===== src/rtl/uart_tx_arbiter.sv =====
// Round-robin arbiter sharing one UART transmitter among N byte producers.
// Captures a byte, hands it over with valid/ready, waits for frame done, then enforces a gap.
module uart_tx_arbiter #(
   parameter int N          = 4,
   parameter int GAP_CYCLES = 16,
   parameter int TIMEOUT    = 200000
) (
   input  logic                 clk,
   input  logic                 reset,
   input  logic [N-1:0]         req,
   input  logic [8*N-1:0]       req_data,
   output logic [N-1:0]         req_ack,
   input  logic                 parity_en,
   output logic                 tx_valid,
   output logic [7:0]           tx_data,
   output logic                 tx_parity,
   input  logic                 tx_ready,
   input  logic                 tx_done,
   output logic                 busy,
   output logic [$clog2(N)-1:0] grant_id,
   output logic                 timeout_err
);

   localparam int PW = $clog2(N);
   localparam int TW = $clog2(TIMEOUT);
   localparam int GW = (GAP_CYCLES > 1) ? $clog2(GAP_CYCLES) : 1;
   localparam logic [PW:0] N_W = (PW+1)'(N);

   typedef enum logic [1:0] {S_IDLE, S_SEND, S_WAIT, S_GAP} state_e;

   state_e         state_q, state_d;
   logic [PW-1:0]  rr_ptr_q, rr_ptr_d;
   logic [PW-1:0]  grant_id_q, grant_id_d;
   logic [TW-1:0]  timer_q, timer_d;
   logic [GW-1:0]  gap_cnt_q, gap_cnt_d;
   logic [7:0]     tx_data_q, tx_data_d;
   logic           tx_parity_q, tx_parity_d;
   logic [N-1:0]   req_ack_q, req_ack_d;
   logic           timeout_err_q, timeout_err_d;

   logic           sel_found;
   logic [PW-1:0]  sel_idx;
   logic [PW:0]    cand;
   logic [PW-1:0]  next_ptr;

   // First pending requester scanning upward from rr_ptr, wrapping at N (not at 2**PW).
   always_comb begin
      sel_found = 1'b0;
      sel_idx   = '0;
      cand      = '0;
      for (int k = 0; k < N; k++) begin
         cand = {1'b0, rr_ptr_q} + (PW+1)'(k);
         if (cand >= N_W) cand = cand - N_W;
         if (!sel_found && req[cand[PW-1:0]]) begin
            sel_found = 1'b1;
            sel_idx   = cand[PW-1:0];
         end
      end
      next_ptr = (sel_idx == PW'(N-1)) ? '0 : sel_idx + 1'b1;
   end

   // NOTE: synchronous reset clears every flop, so outputs are all zero on the reset edge.
   always_ff @(posedge clk) begin
      if (reset) begin
         state_q       <= S_IDLE;
         rr_ptr_q      <= '0;
         grant_id_q    <= '0;
         timer_q       <= '0;
         gap_cnt_q     <= '0;
         tx_data_q     <= '0;
         tx_parity_q   <= 1'b0;
         req_ack_q     <= '0;
         timeout_err_q <= 1'b0;
      end else begin
         state_q       <= state_d;
         rr_ptr_q      <= rr_ptr_d;
         grant_id_q    <= grant_id_d;
         timer_q       <= timer_d;
         gap_cnt_q     <= gap_cnt_d;
         tx_data_q     <= tx_data_d;
         tx_parity_q   <= tx_parity_d;
         req_ack_q     <= req_ack_d;
         timeout_err_q <= timeout_err_d;
      end
   end

   // NOTE: every variable gets a hold/default value first so no path can infer a latch.
   always_comb begin
      state_d       = state_q;
      rr_ptr_d      = rr_ptr_q;
      grant_id_d    = grant_id_q;
      timer_d       = timer_q;
      gap_cnt_d     = gap_cnt_q;
      tx_data_d     = tx_data_q;
      tx_parity_d   = tx_parity_q;
      req_ack_d     = '0;
      timeout_err_d = 1'b0;

      unique case (state_q)
         S_IDLE: begin
            if (sel_found) begin
               req_ack_d[sel_idx] = 1'b1;
               tx_data_d          = req_data[{sel_idx, 3'b000} +: 8];
               tx_parity_d        = parity_en;
               grant_id_d         = sel_idx;
               rr_ptr_d           = next_ptr;
               timer_d            = '0;
               state_d            = S_SEND;
            end
         end
         S_SEND, S_WAIT: begin
            timer_d = timer_q + 1'b1;
            // A frame-done pulse beats a watchdog expiry landing on the same edge.
            if (state_q == S_WAIT && tx_done) begin
               gap_cnt_d = '0;
               state_d   = (GAP_CYCLES > 0) ? S_GAP : S_IDLE;
            end else if (timer_d == TW'(TIMEOUT-1)) begin
               timeout_err_d = 1'b1;
               state_d       = S_IDLE;
            end else if (state_q == S_SEND && tx_ready) begin
               state_d = S_WAIT;
            end
         end
         S_GAP: begin
            if (gap_cnt_q == GW'(GAP_CYCLES-1)) state_d = S_IDLE;
            else                                gap_cnt_d = gap_cnt_q + 1'b1;
         end
      endcase
   end

   always_comb begin
      tx_valid = (state_q == S_SEND);
      busy     = (state_q != S_IDLE);
   end

   assign req_ack     = req_ack_q;
   assign tx_data     = tx_data_q;
   assign tx_parity   = tx_parity_q;
   assign grant_id    = grant_id_q;
   assign timeout_err = timeout_err_q;

endmodule


===== config.mk =====
export PLATFORM = sky130hd
export DESIGN_NAME = uart_tx_arbiter
export DESIGN_NICKNAME = d
export VERILOG_FILES = /design/src/rtl/uart_tx_arbiter.sv
export SDC_FILE = /design/constraint.sdc
export NUM_CORES = 1
export LEC_CHECK = 0
export ABC_AREA = 1
export CAP_MARGIN = 20
export CORE_MARGIN = 2
export CORE_UTILIZATION = 46
export DETAILED_ROUTE_END_ITERATION = 6
export GPL_ROUTABILITY_DRIVEN = 0
export HOLD_SLACK_MARGIN = 0.15
export MAX_ROUTING_LAYER = met4
export PLACE_DENSITY = 0.72
export SYNTH_ARGS = -nofsm -noshare
export SYNTH_HDL_FRONTEND = slang
export SYNTH_SLANG_ARGS = --single-unit

===== constraint.sdc =====
create_clock -name clk -period 3 [get_ports clk]
set_input_delay 0.3 -clock clk [delete_from_list [all_inputs] [get_ports clk]]
set_output_delay 0.3 -clock clk [all_outputs]
set_load 0.005 [all_outputs]

==> run metrics <==
Post-synth EDFFs=0; most common cell in the netlist=nand2_1; Net Count, Synth=555; synthesized area per cell=6.17 um2; Synth Area in Adders=4.85%; CP startpoint kind=register; overall power=3.09 mW; Post-CTS Setup Bufs=0; Final setup viols=0; setup total negative slack=0 ps; Sw Share=47.4%; # diodes=0; cts repair resizes=0; delay-heaviest family, CP=simple AND/OR/NAND/NOR gates; first-pass GRT wire length=12.7 mm; sequential area share after synthesis=27.2%; synth cell count leaders=nand2_1, inv_1, nor2_1; combinational share of power=59.9%; Max rail drop VDD=0.000473 V; final WL=7.24 mm; grt total ovfl=0; largest family of logic cells by synthesized area=simple AND/OR/NAND/NOR gates; max incr delay on CP=630 ps; launch point of the worst path=rr_ptr_q[0]$_SDFFE_PP0P_; Crit Path Max Fanout=22; Tot GR Track Use=21.6%; Inserted Clock Buffers=5; Power Density=811 nW/um2; number of distinct library cells after synthesis=36; num rows=29; WL met1=3.36 mm; routed via count=3120; synthesized flop and latch total=42; Fill cells=632; multi-input logic area=1820 um2; Clock transition at path regs=80 ps; relative slew slack=56.9%; r2r worst-path depth=12; CP Capture Type=register; Final Instance Area=3810 um2; final layout net count=610; die footprint=7400 um2; Worst Clk Skew=6.00 ps; simple-gate share of the synthesized area=41.7%; Setup crit end=grant_id[0]$_SDFFE_PP0P_; Worst Hold Class=reg -> reg; clock share of power=14.5%; Via density=4.91; area leader, netlist=dfxtp_1; H-Tree Level Count=2; CORE AREA=6420 um2; Critical Path RT=3220 ps; Worst Path Arrival=2660 ps; Util after Layout=59.3%; Cell Area, Synth=3100 um2; fraction of the mapped netlist area in compound gates=10.1%; ys async rst share=0%; final max-slew violation count=0; Iteration-0 DRC Markers=170; FF-to-FF End=grant_id[0]$_SDFFE_PP0P_; clk sinks=42; antenna-violating nets left=0; crit-path cells=nand2_1 > o21ai_2 > nand2_1 > nand2_1 > inv_2 > nand2_2 > nor2_4 > nand2_4 > nand2_1 > inv_1 > nand2_1 > o21ai_0; Tcrit/Tclk final=81.3%; DP HPWL=5.62 mm; WP buf/inv=2; Die Y=86.1 um; R2R setup slack=560 ps; proportion of synthesized area in mux cells=0%; CP dominant cell by count=nand2_1; Layout area overhead=22.9%; post-layout min period=2440 ps; Post-CTS Hold Fix Bufs=0; Crit Path Category=reg -> reg; CTS Root Cell=clkbuf_8; Detail Route met2 WL=3.46 mm; Critical R2R Launch=rr_ptr_q[0]$_SDFFE_PP0P_; Mapped Cells=502; Initial Utilization=48.2%; final hold viol count=0; routed len/inst=11.4 um; Top FF cell, synth=dfxtp_1; Pint=1.62 mW; outcome=completed; initial antenna violation count=0; largest net degree at the start of global routing=30; FF/Latch Area=841 um2; Max Freq=0.410 GHz; post-synth top area share=27.2%; IO Count=59; PortBufs=58; Crit-path slowest cell=dfxtp_1; vias in the first global route=2911; max-cap violation count=0; clk_lat worst skew=290 ps; post-synthesis xor/xnor area fraction=2.22%; DP Area=3700 um2; max layer used=met4; DRC viols=0; WL met3=362 um; Critical Path Stages=12; DIE WIDTH=86.1 um; actual slew at the worst max-slew pin=644 ps; switching pwr=1.46 mW; Synth area leaders=dfxtp_1, nand2_1, inv_1, nor2_1, nand3_1; P_leak=1.69 nW; DRT Pass-1 Iters=6; Yosys Warn Count=0; RSZ-0062 raised after global routing=false; clock buffer depth=2; CTS tree=built; Flop pwr share=25.5%; share of post-route cells with drive strength above 1=9.86%
## power by group through the flow
stage | logic (mW) | clock network (mW) | registers [mW]
5_1_grt | 2.12 | 0.485 | 0.804
3_5_place_dp | 1.86 | 0 | 0.798
2_1_floorplan | 1.47 | 0 | 0.756
6_report | 1.85 | 0.448 | 0.789
4_1_cts | 1.87 | 0.457 | 0.789
3_3_place_gp | 1.84 | 0 | 0.800
## cells by family after synthesis
group	after synthesis
DFF	42
and+or+nand+nor	293
xor gates and xnor gates	7
buffers and inverters	101
AOI/OAI and AO/OA	47
adders and majority gates	12
## through the flow
stage / hold WS (ps) / setup slack [ps] / instances
finish: 486 / 560 / 635
CTS: 490 / 555 / 635
floorplan: 459 / 1090 / 502
global placement: 472 / 529 / 627
detailed placement: 478 / 425 / 627
global route: 537 / 196 / 635
## cells in the final DEF (no fill, tap or decap)
cell type	n
bufinv_16	1
clkinvlp_4	1
nor2_1	63
nor4_1	1
nand4_1	10
clkbuf_1	1
o21ai_2	3
o21ai_0	10
clkdlybuf4s50_1	58
a311oi_1	1
nor2_8	1
inv_4	2
xnor2_2	1
clkinv_1	2
nand3_2	2
inv_1	82
xor2_1	5
o21bai_1	2
nand2_2	18
nor3_1	4
xnor2_1	1
dfxtp_1	42
o21ai_4	1
nor2_4	1
nand2_4	2
ha_1	12
a21oi_1	14
o21ai_1	3
or2_2	2
a21oi_2	10
nand2_1	143
a211oi_1	2
o211a_1	1
clkbuf_8	5
nand3_1	46
buf_4	2
inv_2	3
## flip-flops by register name (all words and copies together), names as in the netlist
register / cells
req_ack: 4
tx_data: 8
gap_cnt_q: 4
tx_parity: 1
state_q: 2
rr_ptr_q: 2
timer_q: 18
timeout_err: 1
grant_id: 2
## worst min path at each step
stage	start	endpoint	slack, ps	cells after the start
floorplan	timer_q[17]$_SDFFE_PP0P_	timer_q[17]$_SDFFE_PP0P_	460	2
detailed placement	timer_q[17]$_SDFFE_PP0P_	timer_q[17]$_SDFFE_PP0P_	480	2
global placement	timer_q[17]$_SDFFE_PP0P_	timer_q[17]$_SDFFE_PP0P_	470	2
CTS	timer_q[17]$_SDFFE_PP0P_	timer_q[17]$_SDFFE_PP0P_	490	2
finish	timer_q[17]$_SDFFE_PP0P_	timer_q[17]$_SDFFE_PP0P_	490	2
global route	timer_q[17]$_SDFFE_PP0P_	timer_q[17]$_SDFFE_PP0P_	540	2
## worst min-delay path: stages (launching register included)
cell and delay, ps:
dfxtp_1 330, nand2_1 60, a21oi_1 50
## final cells by class
cell class | instances | share of cell area [%]
Sequential cell | 42 | 22.1
Tap cell | 77 | 2.53
Timing Repair Buffer | 60 | 15.6
Multi-Input combinational cell | 359 | 47.9
Clock inverter | 2 | 0.986
Clock buffer | 6 | 1.91
Inverter | 89 | 8.91
## routing by layer
metal  global-route usage [%]  vias to the layer above
li1                         -                     1661
met1                     26.8                     1400
met2                     36.0                       55
met3                     3.75                        4
met4                     5.77                        0
met5                        -                        -
Note: power is estimated with default switching activity, not from simulation.
